===== config.mk =====
export PLATFORM = sky130hd
export DESIGN_NAME = fifo_framer_rd
export DESIGN_NICKNAME = d
export VERILOG_FILES = /design/src/rtl/fifo_framer_rd.sv
export SDC_FILE = /design/constraint.sdc
export NUM_CORES = 1
export LEC_CHECK = 0
export CAP_MARGIN = 40
export CELL_PAD_IN_SITES_DETAIL_PLACEMENT = 2
export CELL_PAD_IN_SITES_GLOBAL_PLACEMENT = 2
export CORE_ASPECT_RATIO = 0.8
export CORE_UTILIZATION = 31
export DETAILED_ROUTE_END_ITERATION = 8
export GPL_ROUTABILITY_DRIVEN = 0
export PLACE_DENSITY = 0.89
export RECOVER_POWER = 100
export SLEW_MARGIN = 30
export SYNTH_ARGS = -nofsm -noshare
export SYNTH_HDL_FRONTEND = slang
export SYNTH_SLANG_ARGS = --single-unit

===== constraint.sdc =====
create_clock -name clk -period 6.3 [get_ports clk]
set_clock_uncertainty 0.1 [all_clocks]
set_input_delay 0.63 -clock clk [delete_from_list [all_inputs] [get_ports clk]]
set_output_delay 0.63 -clock clk [all_outputs]
set_load 0.02 [all_outputs]

===== src/rtl/fifo_framer_rd.sv =====
// fifo_framer_rd: pops a show-ahead FIFO of {eof,byte} words and frames bytes
// onto a ready/valid stream. Define FRAMER_CSUM_EN to append an XOR checksum.
//
// Ports:
//   clk, rstn        clock, asynchronous active-low reset
//   fifo_data        FIFO head word (bit 8 = end of frame, 7:0 = payload)
//   fifo_emptyp      FIFO empty flag
//   fifo_readp       FIFO pop strobe (combinational)
//   out_data/valid   registered output byte and its valid flag
//   out_ready        downstream accept
//   out_last         final byte of the frame
//   frame_len        byte count of the last completed frame
//   frame_done       pulse after the last byte is accepted
//   err_overlen      pulse when a frame is cut at MAXLEN
module fifo_framer_rd #(
  parameter int BITSIZE = 9,
  parameter int MAXLEN  = 64
) (
  input  logic               clk,
  input  logic               rstn,
  input  logic [BITSIZE-1:0] fifo_data,
  input  logic               fifo_emptyp,
  output logic               fifo_readp,
  output logic [7:0]         out_data,
  output logic               out_valid,
  input  logic               out_ready,
  output logic               out_last,
  output logic [6:0]         frame_len,
  output logic               frame_done,
  output logic               err_overlen
);

  localparam logic [6:0] MAX7 = 7'(MAXLEN);

`ifdef FRAMER_CSUM_EN
  typedef enum logic [1:0] {
    IDLE,
    XFER,
    CSUM
  } state_t;
`else
  typedef enum logic [1:0] {
    IDLE,
    XFER
  } state_t;
`endif

  state_t     state;
  logic [6:0] cnt;
  logic [6:0] cnt_inc;
  logic       out_free;
  logic       in_run;
  logic       eof;

`ifdef FRAMER_CSUM_EN
  logic [7:0] csum;
`endif

  assign out_free = ~out_valid | out_ready;
  assign in_run   = (state == IDLE) || (state == XFER);
  assign cnt_inc  = cnt + 7'd1;
  // A frame ends on the flag or when the count reaches MAXLEN.
  assign eof      = fifo_data[8] | (cnt_inc == MAX7);

  assign fifo_readp = rstn & ~fifo_emptyp
                    & out_free & in_run;

  always_ff @(posedge clk or negedge rstn) begin
    if (!rstn) begin
      state       <= IDLE;
      cnt         <= '0;
      out_data    <= '0;
      out_valid   <= 1'b0;
      out_last    <= 1'b0;
      frame_len   <= '0;
      frame_done  <= 1'b0;
      err_overlen <= 1'b0;
`ifdef FRAMER_CSUM_EN
      csum        <= '0;
`endif
    end else begin
      frame_done  <= out_valid & out_ready & out_last;
      err_overlen <= 1'b0;
      if (fifo_readp) begin
        out_data  <= fifo_data[7:0];
        out_valid <= 1'b1;
        if (eof) begin
          frame_len   <= cnt_inc;
          cnt         <= '0;
          // eof without the flag can only be the length cut
          err_overlen <= ~fifo_data[8];
`ifdef FRAMER_CSUM_EN
          out_last    <= 1'b0;
          csum        <= csum ^ fifo_data[7:0];
          state       <= CSUM;
`else
          out_last    <= 1'b1;
          state       <= IDLE;
`endif
        end else begin
          out_last <= 1'b0;
          cnt      <= cnt_inc;
          state    <= XFER;
`ifdef FRAMER_CSUM_EN
          csum     <= csum ^ fifo_data[7:0];
`endif
        end
`ifdef FRAMER_CSUM_EN
      end else if (state == CSUM && out_free) begin
        out_data  <= csum;
        out_valid <= 1'b1;
        out_last  <= 1'b1;
        csum      <= '0;
        state     <= IDLE;
`endif
      end else if (out_free) begin
        out_valid <= 1'b0;
        out_last  <= 1'b0;
      end
    end
  end

endmodule


==> metrics <==
most numerous cell in the Yosys netlist nand2_1; Clk Latency, worst-skew pair 0.27 ns; clk slew on worst S/H paths 0.09 ns; RSZ-0062 raised after global routing no; WL final 3.22 mm; DR WL met3 67 um; dpl cells 203; hold_ws 0.389 ns; worst vdd ir 0.147 mV; CTS tree done; first-pass GRT wire length 5.51 mm; antenna fix cells 0; CTS buffer count 3; Max H-tree Level 1; drt pass-1 iters 4; Combinational Power Share 0.261; synth top area cells dfrtp_1 53%, nand2_1 11%, mux2_2 4.6%; vias in the first global route 1108; Setup Viol. Count Final 0; met2 wire len 1.64 mm; Core ar. 3780 um2; Root Driver clkbuf_8; GRT Resource Usage Total 0.168; P_leak 0.772 nW; minimum clock period 4.08 ns; antenna violations before repair 0; relative slew slack 0.117; Hold-fix buffers, CTS 0; Synth area leader dfrtp_1; WL met1 1.47 mm; Synth-to-Final Area Change 34.1%; die area 4200 um2; Nets 167; num rows 20; Least-Margin Pin Slew 1.31 ns; Final Util 0.434; PostCTS Resize Cnt 0; Hold Violations, Final 0; Clk network pwr share 0.287; initial core utilization 0.324; die span in x 72.2 um; MaxCap Viol Count 0; antenna viol nets, final 0; PwrDens 291 nW/um2; Crit path required time 5.57 ns; post-DR vias/cell 4.79; worst min path class register to register; total power 0.478 mW; DRT iter0 DRCs 30; post-CTS setup buffer count 0; Flop pwr share 0.452; Max clock buf depth 2; worst setup margin 2.22 ns; FF-to-FF setup slack 3.37 ns; largest net degree at the start of global routing 28; Most used DFF post-synth dfrtp_1; Yosys cell types 36; CP arrival 3.35 ns; fin crit share 0.648; syn nets 134; vias after detailed routing 991; number of synthesized flops with an enable pin 0; Worst Setup End Kind output pin; slowest cell on the critical path dlygate4sd3_1; fin cells 207; Die Y 58.2 um; synthesized flop and latch total 26; share of cells above drive strength 1 0.0987; Sum Neg Setup Slack 0 ns; Synth top area share 0.532; total grt overflow 0; HPWL after detailed placement 2.39 mm; fin area 1640 um2; PortBufs 32; post-place setup slack 2.27 ns; Yosys Warn Count 0; Internal 0.336 mW; final slew viol count 0; cells after synthesis 120; commonest cells in the netlist 36 x nand2_1, 26 x dfrtp_1, 5 x inv_1, 5 x mux2_2; Sw Share 0.298; post-synthesis cell area 1220 um2; fmax 0.245 GHz; drt drc 0; critical path's largest stage delay 0.74 ns; num ports 33; Syn Area/Cell 10.2 um2; sequential area share after synthesis 0.532; placed cell area 1590 um2; top sig layer met4; status completed; switching power total 0.142 mW; ys async rst share 1.00; critical path startpoint category input pin; wire length per cell 15.5 um; Setup CP Type input pin to output pin; cell breakdown of the critical path dlygate4sd3_1, buf_4, nand2b_1, nand2b_1, inv_1, dlygate4sd3_1; Worst Path Max Fanout 27; clk sinks 26
metal layers:
metal | up-vias | global-route usage
li1 | 469 | -
met1 | 502 | 0.225
met2 | 16 | 0.283
met3 | 4 | 0.0348
met4 | 0 | 0.0308
met5 | - | 0
sequential cells by signal, indices dropped and copies added (netlist names):
signal and cells:
out_last 1, frame_len 7, err_overlen 1, cnt 7, out_data 8, frame_done 1, out_valid 1
cell families after synthesis:
kind of cell	share of synthesized area
flip-flops	0.532
adder cells (fa/ha/maj)	0.0102
AO/OA/AOI/OAI	0.104
multiplexers	0.0461
XOR/XNOR	0.0358
AND/OR/NAND/NOR	0.231
buffers and inverters	0.0399
cells in the final DEF, fill, tap and decap left out, types with 2 or more instances in the layout:
master,count
a31oi_1,2
and3_1,2
clkbuf_8,3
clkdlybuf4s50_1,10
dfrtp_1,26
dlygate4sd3_1,22
inv_1,5
mux2_2,4
nand2_1,36
nand2b_1,3
nand3_1,4
nor2_1,3
o21ai_0,3
o31ai_1,3
xnor2_1,4
power by group through the flow:
stage / Combinational [mW] / Sequential [mW] / Clock, mW
global placement: 0.130 / 0.218 / 0
finish: 0.124 / 0.216 / 0.137
CTS: 0.137 / 0.217 / 0.143
floorplan: 0.0467 / 0.239 / 0
global route: 0.136 / 0.220 / 0.149
detailed placement: 0.136 / 0.220 / 0
final timing paths:
check / end / depth (start not counted) / from
max reg2reg: frame_len[3] / 5 / cnt[0]
min reg2reg: out_data[4] / 2 / out_data[4]
max in group asynchronous: out_data[3] / 2 / rstn
min in group asynchronous: out_data[1] / 2 / rstn
max: fifo_readp / 6 / rstn
min: out_data[4] / 2 / out_data[4]
area by class of cell:
cell class / count / area (um2)
multi-input combinational: 84 / 502
sequential: 26 / 651
tap: 55 / 68.8
inverter: 5 / 18.8
fill: 406 / 2140
timing repair buffer: 33 / 328
clock inverter: 1 / 30.0
clock buffer: 3 / 41.3
critical path, delay by kind of cell:
family                 cells  cell delay, ns
AND/OR/NAND/NOR            2            0.61
buffers and inverters      4            2.09
(Power assumes the default switching activity.)
